**config.mk**
```make
export PLATFORM = sky130hd
export DESIGN_NAME = uart_rx
export DESIGN_NICKNAME = d
export VERILOG_FILES = /design/src/rtl/uart_pkg.sv /design/src/rtl/uart_sync2.sv /design/src/rtl/uart_rx.sv
export SDC_FILE = /design/constraint.sdc
export NUM_CORES = 1
export LEC_CHECK = 0
export CAP_MARGIN = 10
export CORE_AREA = 3 3 59 61
export CTS_CLUSTER_SIZE = 25
export DETAILED_ROUTE_END_ITERATION = 12
export DIE_AREA = 0 0 62 64
export PLACE_DENSITY = 0.65
export SYNTH_ARGS = -nofsm -noshare
export SYNTH_HDL_FRONTEND = slang
export SYNTH_SLANG_ARGS = --single-unit
```
**constraint.sdc**
```tcl
create_clock -name clk -period 3.4 [get_ports clk]
set_input_delay 0.34 -clock clk [delete_from_list [all_inputs] [get_ports clk]]
set_output_delay 0.34 -clock clk [all_outputs]
set_load 0.01 [all_outputs]
```
**src/rtl/uart_pkg.sv**
```systemverilog
// Shared UART definitions: receiver state encoding and default word/oversample sizes.
// Optional feature macro: UART_RX_PARITY_EN adds the PARITY state (even parity).
package uart_pkg;

   localparam int UART_DEFAULT_N   = 8;
   localparam int UART_DEFAULT_OSR = 16;

   // Receiver states; PARITY only exists when parity checking is built in.
   typedef enum logic [2:0] {
      IDLE      = 3'd0,
      START     = 3'd1,
      DATA      = 3'd2,
`ifdef UART_RX_PARITY_EN
      PARITY    = 3'd3,
`endif
      STOP      = 3'd4,
      WAIT_HIGH = 3'd5
   } rx_state_e;

endpackage

```
**src/rtl/uart_sync2.sv**
```systemverilog
// Two-flop synchronizer for the asynchronous serial line. Resets to 1 so that
// reset never looks like a start bit arriving on an idle line.
module uart_sync2 (
   input  logic clk_i,
   input  logic nrst_i,
   input  logic d_i,
   output logic q_o
);

   logic s1_q;
   logic s2_q;

   // Shift the raw line through two flops; synchronous active-low reset to idle level.
   always_ff @(posedge clk_i) begin
      if (!nrst_i) begin
         s1_q <= 1'b1;
         s2_q <= 1'b1;
      end else begin
         s1_q <= d_i;
         s2_q <= s1_q;
      end
   end

   assign q_o = s2_q;

endmodule

```
**src/rtl/uart_rx.sv**
```systemverilog
// Oversampling UART receiver: start bit, N data bits MSB first, optional even
// parity bit, one stop bit. All bit samples are taken mid-bit, OSR/2 cycles after
// the detected falling edge and every OSR cycles after that.
// Optional feature macro: UART_RX_PARITY_EN (PARITY state + even parity check).
//
// Handshake: valid is a one-cycle pulse; data is only meaningful on that cycle and
// holds until the next pulse. There is no back-pressure: the consumer must accept
// every pulse. frame_err / parity_err are one-cycle pulses aligned with the event.
module uart_rx
   import uart_pkg::*;
#(
   parameter int N   = UART_DEFAULT_N,
   parameter int OSR = UART_DEFAULT_OSR
) (
   input  logic         clk,
   input  logic         nrst,
   input  logic         rxd,
   output logic [N-1:0] data,
   output logic         valid,
   output logic         frame_err,
   output logic         parity_err,
   output logic         busy,
   output rx_state_e    dbg_state_o
);

   localparam int CW = $clog2(OSR);
   localparam int BW = $clog2(N + 1);
   localparam logic [CW-1:0] CNT_MAX  = CW'(OSR - 1);
   localparam logic [CW-1:0] CNT_HALF = CW'(OSR / 2 - 1);
   localparam logic [BW-1:0] BIT_LAST = BW'(N - 1);

   logic          rxs;
   logic          rxs_prev_q;
   rx_state_e     state_q, state_d;
   logic [CW-1:0] cnt_q, cnt_d;
   logic [BW-1:0] bit_q, bit_d;
   logic [N-1:0]  shift_q, shift_d;
   logic [N-1:0]  data_q, data_d;
   logic          valid_q, valid_d;
   logic          ferr_q, ferr_d;
`ifdef UART_RX_PARITY_EN
   logic          par_q, par_d;
   logic          perr_q, perr_d;
`endif

   uart_sync2 u_sync (
      .clk_i  (clk),
      .nrst_i (nrst),
      .d_i    (rxd),
      .q_o    (rxs)
   );

   // State, counters, shift register and output pulse registers.
   always_ff @(posedge clk) begin
      if (!nrst) begin
         state_q    <= IDLE;
         cnt_q      <= '0;
         bit_q      <= '0;
         shift_q    <= '0;
         data_q     <= '0;
         valid_q    <= 1'b0;
         ferr_q     <= 1'b0;
         rxs_prev_q <= 1'b1;
`ifdef UART_RX_PARITY_EN
         par_q      <= 1'b0;
         perr_q     <= 1'b0;
`endif
      end else begin
         state_q    <= state_d;
         cnt_q      <= cnt_d;
         bit_q      <= bit_d;
         shift_q    <= shift_d;
         data_q     <= data_d;
         valid_q    <= valid_d;
         ferr_q     <= ferr_d;
         // Tracked in every state so an edge right after the stop sample is seen in IDLE.
         rxs_prev_q <= rxs;
`ifdef UART_RX_PARITY_EN
         par_q      <= par_d;
         perr_q     <= perr_d;
`endif
      end
   end

   // Next-state logic: mid-bit sampling driven by the wrapping oversample counter.
   always_comb begin
      state_d = state_q;
      cnt_d   = (cnt_q == CNT_MAX) ? '0 : cnt_q + 1'b1;
      bit_d   = bit_q;
      shift_d = shift_q;
      data_d  = data_q;
      valid_d = 1'b0;
      ferr_d  = 1'b0;
`ifdef UART_RX_PARITY_EN
      par_d   = par_q;
      perr_d  = 1'b0;
`endif
      case (state_q)
         IDLE: begin
            cnt_d = '0;
            bit_d = '0;
            if (rxs_prev_q && !rxs) begin
               state_d = START;
            end
         end
         START: begin
            if (cnt_q == CNT_HALF) begin
               cnt_d = '0;
               bit_d = '0;
`ifdef UART_RX_PARITY_EN
               par_d = 1'b0;
`endif
               state_d = rxs ? IDLE : DATA;
            end
         end
         DATA: begin
            if (cnt_q == CNT_MAX) begin
               shift_d = (shift_q << 1) | N'(rxs);
               bit_d   = bit_q + 1'b1;
`ifdef UART_RX_PARITY_EN
               par_d   = par_q ^ rxs;
               if (bit_q == BIT_LAST) state_d = PARITY;
`else
               if (bit_q == BIT_LAST) state_d = STOP;
`endif
            end
         end
`ifdef UART_RX_PARITY_EN
         PARITY: begin
            if (cnt_q == CNT_MAX) begin
               par_d   = par_q ^ rxs;
               state_d = STOP;
            end
         end
`endif
         STOP: begin
            if (cnt_q == CNT_MAX) begin
               if (rxs) begin
                  data_d  = shift_q;
                  valid_d = 1'b1;
`ifdef UART_RX_PARITY_EN
                  perr_d  = par_q;
`endif
                  state_d = IDLE;
               end else begin
                  ferr_d  = 1'b1;
                  state_d = WAIT_HIGH;
               end
            end
         end
         WAIT_HIGH: begin
            cnt_d = '0;
            if (rxs) state_d = IDLE;
         end
         default: begin
            cnt_d   = '0;
            state_d = IDLE;
         end
      endcase
   end

   assign data        = data_q;
   assign valid       = valid_q;
   assign frame_err   = ferr_q;
   assign busy        = (state_q != IDLE);
   assign dbg_state_o = state_q;
`ifdef UART_RX_PARITY_EN
   assign parity_err  = perr_q;
`else
   assign parity_err  = 1'b0;
`endif

endmodule

```
# Word level (Yosys, flattened, before mapping)

Index checks and enable logic that the tools add are counted.

Bits in latches: 0
Word-level logic and storage cells: 54
Bits in read-only memories: 0
Register bits: 32
Memories kept: 0
Output and inout port bits: 15
Memory bits (writable): 0

Reductions and logical operators: 11
Equality and inequality tests: 13
$add $sub $neg: 2
Order comparisons: 0
Multiplexer cells: 17
Shifts and indexed selects: 0
$mul: 0
Bitwise operators: 1
Div/mod/pow operators: 0

Operators by type and width:

| kind                  | count |
|---|---|
| $mux W3               | 7 |
| $mux W4               | 4 |
| $pmux W3 S5           | 1 |
| $pmux W4 S3           | 1 |
| $ne A2 B2 Y1 const B  | 5 |
| $reduce_and A3 Y1     | 3 |
| $add A4 B1 Y4 const B | 2 |
| $eq A4 B3 Y1 const B  | 2 |
| $or A8 B1 Y8          | 1 |
| $pmux W4 S2           | 1 |
| $eq A3 B3 Y1 const B  | 2 |
| $reduce_and A6 Y1     | 1 |
| $reduce_bool A3 Y1    | 2 |
| $eq A4 B4 Y1 const B  | 1 |
| $eq A3 B1 Y1 const B  | 1 |
| $eq A3 B2 Y1 const B  | 1 |
| $logic_not A3 Y1      | 1 |
| $mux W1               | 2 |
| $mux W2               | 1 |
| $ne A2 B1 Y1 const B  | 1 |
| $reduce_and A2 Y1     | 1 |
| $reduce_or A2 Y1      | 1 |
| $logic_and A1 B1 Y1   | 1 |
| $logic_not A1 Y1      | 1 |

# Logic depth before layout (Yosys ltp)

Gate-level depths: netlist (run 1).

Depth in word-level cells: 4
Mapped depth: 7
Mapped depth without buffers: 5

# Cells and area by module

From an unflattened synthesis (run 1), not the netlist that was laid out.

Cell total of the unflattened synthesis: 160
Area total of the unflattened synthesis: 1380.1 sq um

Modules (own cells, without submodules):

| module     | area an instance (sq um) | cells an instance | times used |
|---|---|---|---|
| uart_rx    | 1327.5                   | 156               | 1 |
| uart_sync2 | 52.6                     | 4                 | 1 |

# Worst setup path before layout (run 1)

No wires, ideal clock.

Path type: register to register
Start: reg cnt_q[0]
End: reg state_q[2], in the netlist dbg_state_o[2]
Setup time: 72 ps
Cell stages (with the launch flop): 6
Period minus slack after synthesis: 1595 ps
Arrival: 1523 ps
Path slack: 1805 ps
Cell sequence: dfxtp_1 ha_1 nand3b_1 a22o_1 or4_1 mux2i_1

Longest elaborated chain between the ends: 3
Elaborated cells on any way between the ends: 6

RTL lines:

| what                                         | line                                           | text |
|---|---|---|
| from (decl)                                  | uart_rx.sv:35                                  | `logic [CW-1:0] cnt_q, cnt_d;` |
| from (signal assigned)                       | uart_rx.sv:70                                  | `cnt_q <= cnt_d;` |
| $eq A4 B3 Y1 or $eq A4 B4 Y1 (tied branches) | uart_rx.sv:107, uart_rx.sv:117, uart_rx.sv:137 |  |
| $ne A2 B2 Y1 (no line)                       | n/a                                            |  |
| $reduce_and A6 Y1 (no line) *                | n/a                                            |  |
| to (signal assigned)                         | uart_rx.sv:69                                  | `state_q <= state_d;` |
| to (decl)                                    | uart_rx.sv:34                                  | `rx_state_e state_q, state_d;` |

Every way passes the cells marked *; elsewhere a longest branch is shown, timed or not.
A chain may end at the register's enable or synchronous reset.

# Worst setup path in the final report (run 1)

Start: reg state_q[2], in the netlist dbg_state_o[2]
End: out busy

Longest elaborated chain between the ends: 1

RTL lines:

| what               | line           | text |
|---|---|---|
| $reduce_bool A3 Y1 | uart_rx.sv:165 | `assign busy = (state_q != IDLE);` |
| to (decl)          | uart_rx.sv:22  | `output logic busy,` |

No other way between the ends.

==> metrics.yaml, run 1 <==
yosys:
  synth-seq-cells: 32
  synth.distinct_cells: 36
  synth-warning-count: 0
  synth_area_leaders: "dfxtp_1 46%, mux2i_1 8.5%, nand2_1 5.9%"
  post_synth.cell_area_avg_sq_um: 8.79
  synth_top_cell_area_share: 0.456
  syn_inst: 160
  syn-num-nets: 165
  syn_area_sq_um: 1410
  yosysTopAreaCell: "dfxtp_1"
  seq_area_frac_synth: 0.456
global_route:
  antenna_found_initial: 0
  grt_pass1_wl_um: 4390
  first_global_vias: 968
  grt_usage: 0.151
  grt_max_degree: 22
  gr-total-overflow: 0
clocking:
  clk_pin_slew_ns: 0.10
  cts_buffers: 5
  cts-root-buf: "clkbuf_4"
  htreeDepth: 2
  hold_buffers: 0
  tritoncts: "yes"
  insertion_delay_ns: 0.33
  post_cts_buffers: 0
  cts_resized: 0
  clock-sinks: 32
  clk_path_buf_depth: 2
timing:
  tightest_slew_ns: 0.645
  fin_crit_sh: 0.634
  whs_ns: 0.413
  fin_setup_tns_ns: 0
  fmax_mhz: 464
  rsz0062_at_grt: "false"
  finalHoldViolCount: 0
  slew_violations: 0
  period_minus_slack_ns: 2.16
  relSlewSlack: 0.569
  setup_viol: 0
  skew_ns: 0.0141
job:
  maxCapViolations: 0
placement:
  place.gp.congestion: 0.816
  dpl_cell_area_sq_um: 1550
  dpl.hpwl_um: 1770
  port_buffers: 16
  post-place-cells: 209
layout:
  final_nets: 177
  final_cell_area_sq_um: 1630
  antennaDiodeCount: 0
  drive_above_1_share: 0.0636
  fillers: 285
  fin_cells: 217
  area_growth_pct: 15.9
floorplan:
  die_h_um: 64
  ios: 18
  die_w_um: 62
  die-area_sq_um: 3970
  core_area_sq_um: 3030
  start_util: 0.464
  rows: 20
drt:
  postRouteAntennaNets: 0
  vias_per_cell: 5.24
  avgRoutedWirePerCell_um: 11.8
  drt_pass1_iterations: 4
  drc: 0
  drt_iter0_markers: 34
  vias: 1137
  totalWireLength_um: 2560
setup_path:
  slowest_delay_ns: 0.75
  path_max_fanout: 18
  r2r_cells: 5
  r2r_slack_ns: 1.43
  cp.required_ns: 3.06
  crit_chain: "or3_1 > clkdlybuf4s50_1"
  crit_arrival_ns: 1.82
  startpoint: "dbg_state_o[2]"
  r2r-end: "data[1]"
  cp_slowest_cell: "dfxtp_1"
  criticalPathCategory: "flop to primary output"
  critPathLaunchType: "flop"
  end_kind: "primary output"
  cp_num_buf_inv: 1
  reg2reg_from: "cnt_q[0]"
  path_delay_family: "flip-flops"
  crit_end: "busy"
  path_depth: 2
power:
  p_per_area_nw_per_um2: 503
  p_leak_nw: 0.617
  max-vdd-ir-drop_uv: 336
outcome:
  outcome: "completed"
min_path:
  worstHoldPathType: "flop to flop"
-- cell usage after synthesis (all sizes together) --
| library cell | number |
|---|---|
| nand4 | 1 |
| nand2 | 23 |
| mux2i | 12 |
| ha | 2 |
| and3 | 3 |
| a211oi | 1 |
| o22ai | 1 |
| conb | 1 |
| a21oi | 14 |
| or4 | 1 |
| or3 | 3 |
| o31ai | 2 |
| nor2b | 3 |
| o21ai | 6 |
| and2 | 1 |
| nor2 | 11 |
| o211ai | 1 |
| a31oi | 3 |
| a22o | 1 |
| xor2 | 1 |
| buf | 8 |
| nand3b | 4 |
| nor3 | 3 |
| xnor2 | 1 |
| nand2b | 3 |
| nor4 | 1 |
| dfxtp | 32 |
| inv | 4 |
| clkbuf | 3 |
| nand3 | 5 |
| nor3b | 5 |
-- area by class of cell --
cell class | instances | area, sq um | share of cell area
Clock buffer | 6 | 41.3 | 0.0253
Clock inverter | 2 | 35.0 | 0.0215
Inverter | 4 | 15.0 | 0.00921
Multi-Input combinational cell | 113 | 683 | 0.419
Sequential cell | 32 | 641 | 0.393
Tap cell | 44 | 55.1 | 0.0338
Timing Repair Buffer | 16 | 160 | 0.0982
-- where the power goes --
group          internal, W  leakage (nW)  switching, W  total, W
logic            0.0000631         0.317     0.0000665  0.000130
clock network     0.000154        0.0422      0.000125  0.000280
registers         0.000385         0.259     0.0000262  0.000412
-- layer usage --
layer | part of all wire | vias to the layer above | track usage
met2 | 0.44 | 27 | 0.205
met1 | 0.48 | 524 | 0.203
met4 | 0.025 | 0 | 0.0875
met3 | 0.045 | 7 | 0.0485
met5 | 0 | - | 0
li1 | - | 579 | -
-- cells in the final DEF, fill, tap and decap left out, types with 2 or more instances in the layout --
master | synthesis | layout
o21ai_0 | 6 | 6
dfxtp_1 | 32 | 32
nor3_1 | 3 | 3
nand3_1 | 5 | 5
nor2_1 | 11 | 11
or3_1 | 3 | 3
nand3b_1 | 4 | 4
o31ai_1 | 2 | 2
nor3b_1 | 4 | 4
inv_1 | 4 | 4
a31oi_1 | 3 | 3
nand2_1 | 22 | 22
ha_1 | 2 | 2
a21oi_1 | 14 | 14
nor2b_1 | 3 | 3
clkbuf_4 | 1 | 5
mux2i_1 | 12 | 12
and3_2 | 2 | 2
clkdlybuf4s50_1 | 0 | 16
nand2b_1 | 3 | 3
-- cells by family (layout without fill, tap and decap cells) --
| group | Yosys count | count (layout) | share of synthesized area |
|---|---|---|---|
| xor gates and xnor gates | 2 | 2 | 0.0125 |
| and+or+nand+nor | 67 | 67 | 0.251 |
| muxes | 12 | 12 | 0.0854 |
| buffers and inverters | 15 | 28 | 0.0587 |
| AOI/OAI and AO/OA | 29 | 29 | 0.117 |
| other | 1 | 1 | 0.00267 |
| adders and majority gates | 2 | 2 | 0.0178 |
| DFF | 32 | 32 | 0.456 |
-- stage by stage --
stage / power (W) / util / setup slack [ns]
floorplan: 0.000513 / - / 1.80
detailed placement: 0.000551 / 0.513 / 1.11
global route: 0.000870 / 0.538 / 1.13
finish: 0.000821 / 0.538 / 1.24
CTS: 0.000833 / 0.538 / 1.24
global placement: 0.000549 / 0.513 / 1.16
-- how the worst min path moves through the flow --
stage / slack, ns / depth (start not counted) / to / startpoint
2_1_floorplan: 0.39 / 1 / u_sync.q_o / u_sync.s1_q
3_3_place_gp: 0.39 / 1 / u_sync.q_o / u_sync.s1_q
3_5_place_dp: 0.39 / 1 / u_sync.q_o / u_sync.s1_q
4_1_cts: 0.42 / 1 / u_sync.q_o / u_sync.s1_q
5_1_grt: 0.44 / 1 / u_sync.q_o / u_sync.s1_q
6_report: 0.41 / 1 / u_sync.q_o / u_sync.s1_q
-- registers in the layout, summed over array words and instances (netlist names) --
signal	cells
rxs_prev_q	1
valid	1
bit_q	4
cnt_q	4
u_sync.s1_q	1
shift_q	8
data	8
u_sync.q_o	1
dbg_state_o	3
frame_err	1
Power figures use the tool's default switching activity.
==> inputs of run 2 (changes only) <==
==> constraint.sdc (replaced) <==
create_clock -name clk -period 2.15 [get_ports clk]
set_input_delay 0.215 -clock clk [delete_from_list [all_inputs] [get_ports clk]]
set_output_delay 0.215 -clock clk [all_outputs]
set_load 0.01 [all_outputs]
==> run 2 against run 1 <==
Effect of this change:
- clock power up 84%
- global-route usage up 0.24 points
- non-clock buffer count up 3
- power up 67%
- via count down 1.3%
- worst setup slack worse by 1.1 ns
- combinational power up 58%
- first-iteration DRC count up 59%
- critical endpoint unchanged
==> metrics.yaml, run 2 (same netlist as run 1, synthesis figures left out) <==
outcome:
  outcome: "completed"
placement:
  dpl_cell_area_sq_um: 1580  # +1.4%
  port_buffers: 16  # unchanged
  place.gp.congestion: 0.794  # -2.7%
  dpl.hpwl_um: 1740  # -1.7%
setup_path:
  criticalPathCategory: "flop to primary output"
  crit_arrival_ns: 1.79  # -0.03 ns
  end_kind: "primary output"
  path_max_fanout: 18  # unchanged
  startpoint: "dbg_state_o[2]"
  reg2reg_from: "dbg_state_o[2]"
  critPathLaunchType: "flop"
  cp.required_ns: 1.93  # -1.13 ns
floorplan:
  die_w_um: 62  # unchanged
  die-area_sq_um: 3970  # unchanged
  start_util: 0.464  # unchanged
  ios: 18  # unchanged
  die_h_um: 64  # unchanged
  rows: 20  # unchanged
  core_area_sq_um: 3030  # unchanged
layout:
  area_growth_pct: 18.9
  drive_above_1_share: 0.0852  # +0.0216
  final_cell_area_sq_um: 1670  # +2.5%
  antennaDiodeCount: 0  # unchanged
  final_cell_mix: "32 x dfxtp_1, 22 x nand2_1, 16 x clkdlybuf4s50_1"
  final_nets: 180  # +1.7%
  layout_commonest_cell: "dfxtp_1"
global_route:
  grt_usage: 0.153  # +0.00243
  first_global_vias: 1027  # +6.1%
  gr-total-overflow: 0  # unchanged
  grt_pass1_wl_um: 4500  # +2.5%
  antenna_found_initial: 0  # unchanged
  grt_max_degree: 21  # -4.5%
timing:
  skew_ns: 0.00956  # -0.00455 ns
  tightest_slew_ns: 0.596  # -0.0497 ns
  fmax_mhz: 500
  rsz0062_at_grt: "false"
  finalHoldViolCount: 0  # unchanged
  fin_setup_tns_ns: 0  # unchanged
  fin_crit_sh: 0.931
  setup_viol: 0  # unchanged
  period_minus_slack_ns: 2.00
  whs_ns: 0.422  # +0.00984 ns
  relSlewSlack: 0.602  # +0.0332
  slew_violations: 0  # unchanged
power:
  share_seq_of_total_power: 0.474  # -0.027
  max-vdd-ir-drop_uv: 425  # +26%
  p_leak_nw: 0.640  # +3.7%
  swShare: 0.256  # -0.00945
  p_per_area_nw_per_um2: 821  # +63%
  p_sw_w: 0.000352  # +61%
  p_comb_frac: 0.150  # -0.008
  pwr-share-clk: 0.376  # +0.035
  internal_power_w: 0.00102  # +69%
clocking:
  cts_resized: 0  # unchanged
  cts-root-buf: "clkbuf_4"
  htreeDepth: 2  # unchanged
  cts_buffers: 5  # unchanged
  post_cts_buffers: 0  # unchanged
  insertion_delay_ns: 0.34  # about the same
  clk_pin_slew_ns: 0.10  # about the same
  clk_path_buf_depth: 2  # unchanged
  hold_buffers: 0  # unchanged
  tritoncts: "yes"
  clock-sinks: 32  # unchanged
drt:
  totalWireLength_um: 2540  # -0.66%
  drt_pass1_iterations: 4  # unchanged
  drc: 0  # unchanged
  vias_per_cell: 5.10  # -2.7%
  postRouteAntennaNets: 0  # unchanged
  vias: 1122  # -1.3%
  drt_iter0_markers: 54  # +59%
  avgRoutedWirePerCell_um: 11.5  # -2.0%
job:
  maxCapViolations: 0  # unchanged
min_path:
  hold_start: "u_sync.s1_q"
  worstHoldPathType: "flop to flop"
run 2: cell count changes in the layout (fill, tap and decap cells not counted), sizes merged:
cell / before / now
buf: 0 / 3
clkbuf: 6 / 7
clkinv: 1 / 0
run 2: worst max-delay path: stages (launching register included):
cell and delay (ns):
dfxtp_1 0.71, or3_1 0.20, clkdlybuf4s50_1 0.53
run 2: metrics by stage:
step	cells	setup WS [ns]	total power [W]	utilization
2_1_floorplan	160	0.555	0.000812	-
4_1_cts	220	0.118	0.00139	0.552
5_1_grt	220	0.0332	0.00145	0.552
3_3_place_gp	212	0.439	0.000869	0.521
3_5_place_dp	212	0.353	0.000871	0.521
6_report	220	0.149	0.00137	0.552
run 2: cell type report:
cell class	instances	area [sq um]
clock buffers	7	65.1
clock inverters	1	30.0
fillers	279	1360
inverters	4	15.0
multi-input cells	113	683
flip-flops and latches	32	641
well taps	44	55.1
repair buffers	19	183
run 2: worst paths after layout:
check,slack [ns],endpoint,depth (start not counted)
max,0.15,busy,2
min,0.42,u_sync.q_o,1
max reg2reg,0.32,dbg_state_o[2],4
min reg2reg,0.42,u_sync.q_o,1
run 2: layer usage:
| layer | global-route usage | wire [um] |
|---|---|---|
| met1 | 0.200 | 1280 |
| met2 | 0.207 | 1040 |
| met3 | 0.0606 | 133 |
| met4 | 0.0875 | 82 |
| met5 | 0 | 0 |
run 2: power by group through the flow:
stage               combinational [W]  sequential [W]  clock, W
global placement             0.000207        0.000662         0
floorplan                    0.000167        0.000644         0
detailed placement           0.000207        0.000664         0
CTS                          0.000207        0.000650  0.000534
finish                       0.000206        0.000650  0.000516
global route                 0.000234        0.000654  0.000560
==> inputs of run 3 (changes only) <==
--- a/config.mk
+++ b/config.mk
@@ -5,7 +5,7 @@
 export SDC_FILE = /design/constraint.sdc
 export NUM_CORES = 1
 export LEC_CHECK = 0
-export CAP_MARGIN = 10
+export CAP_MARGIN = 20
 export CORE_AREA = 3 3 59 61
 export CTS_CLUSTER_SIZE = 25
 export DETAILED_ROUTE_END_ITERATION = 12
==> results of run 3 <==
The final DEF is identical to that of run 2; final timing and power are the same.
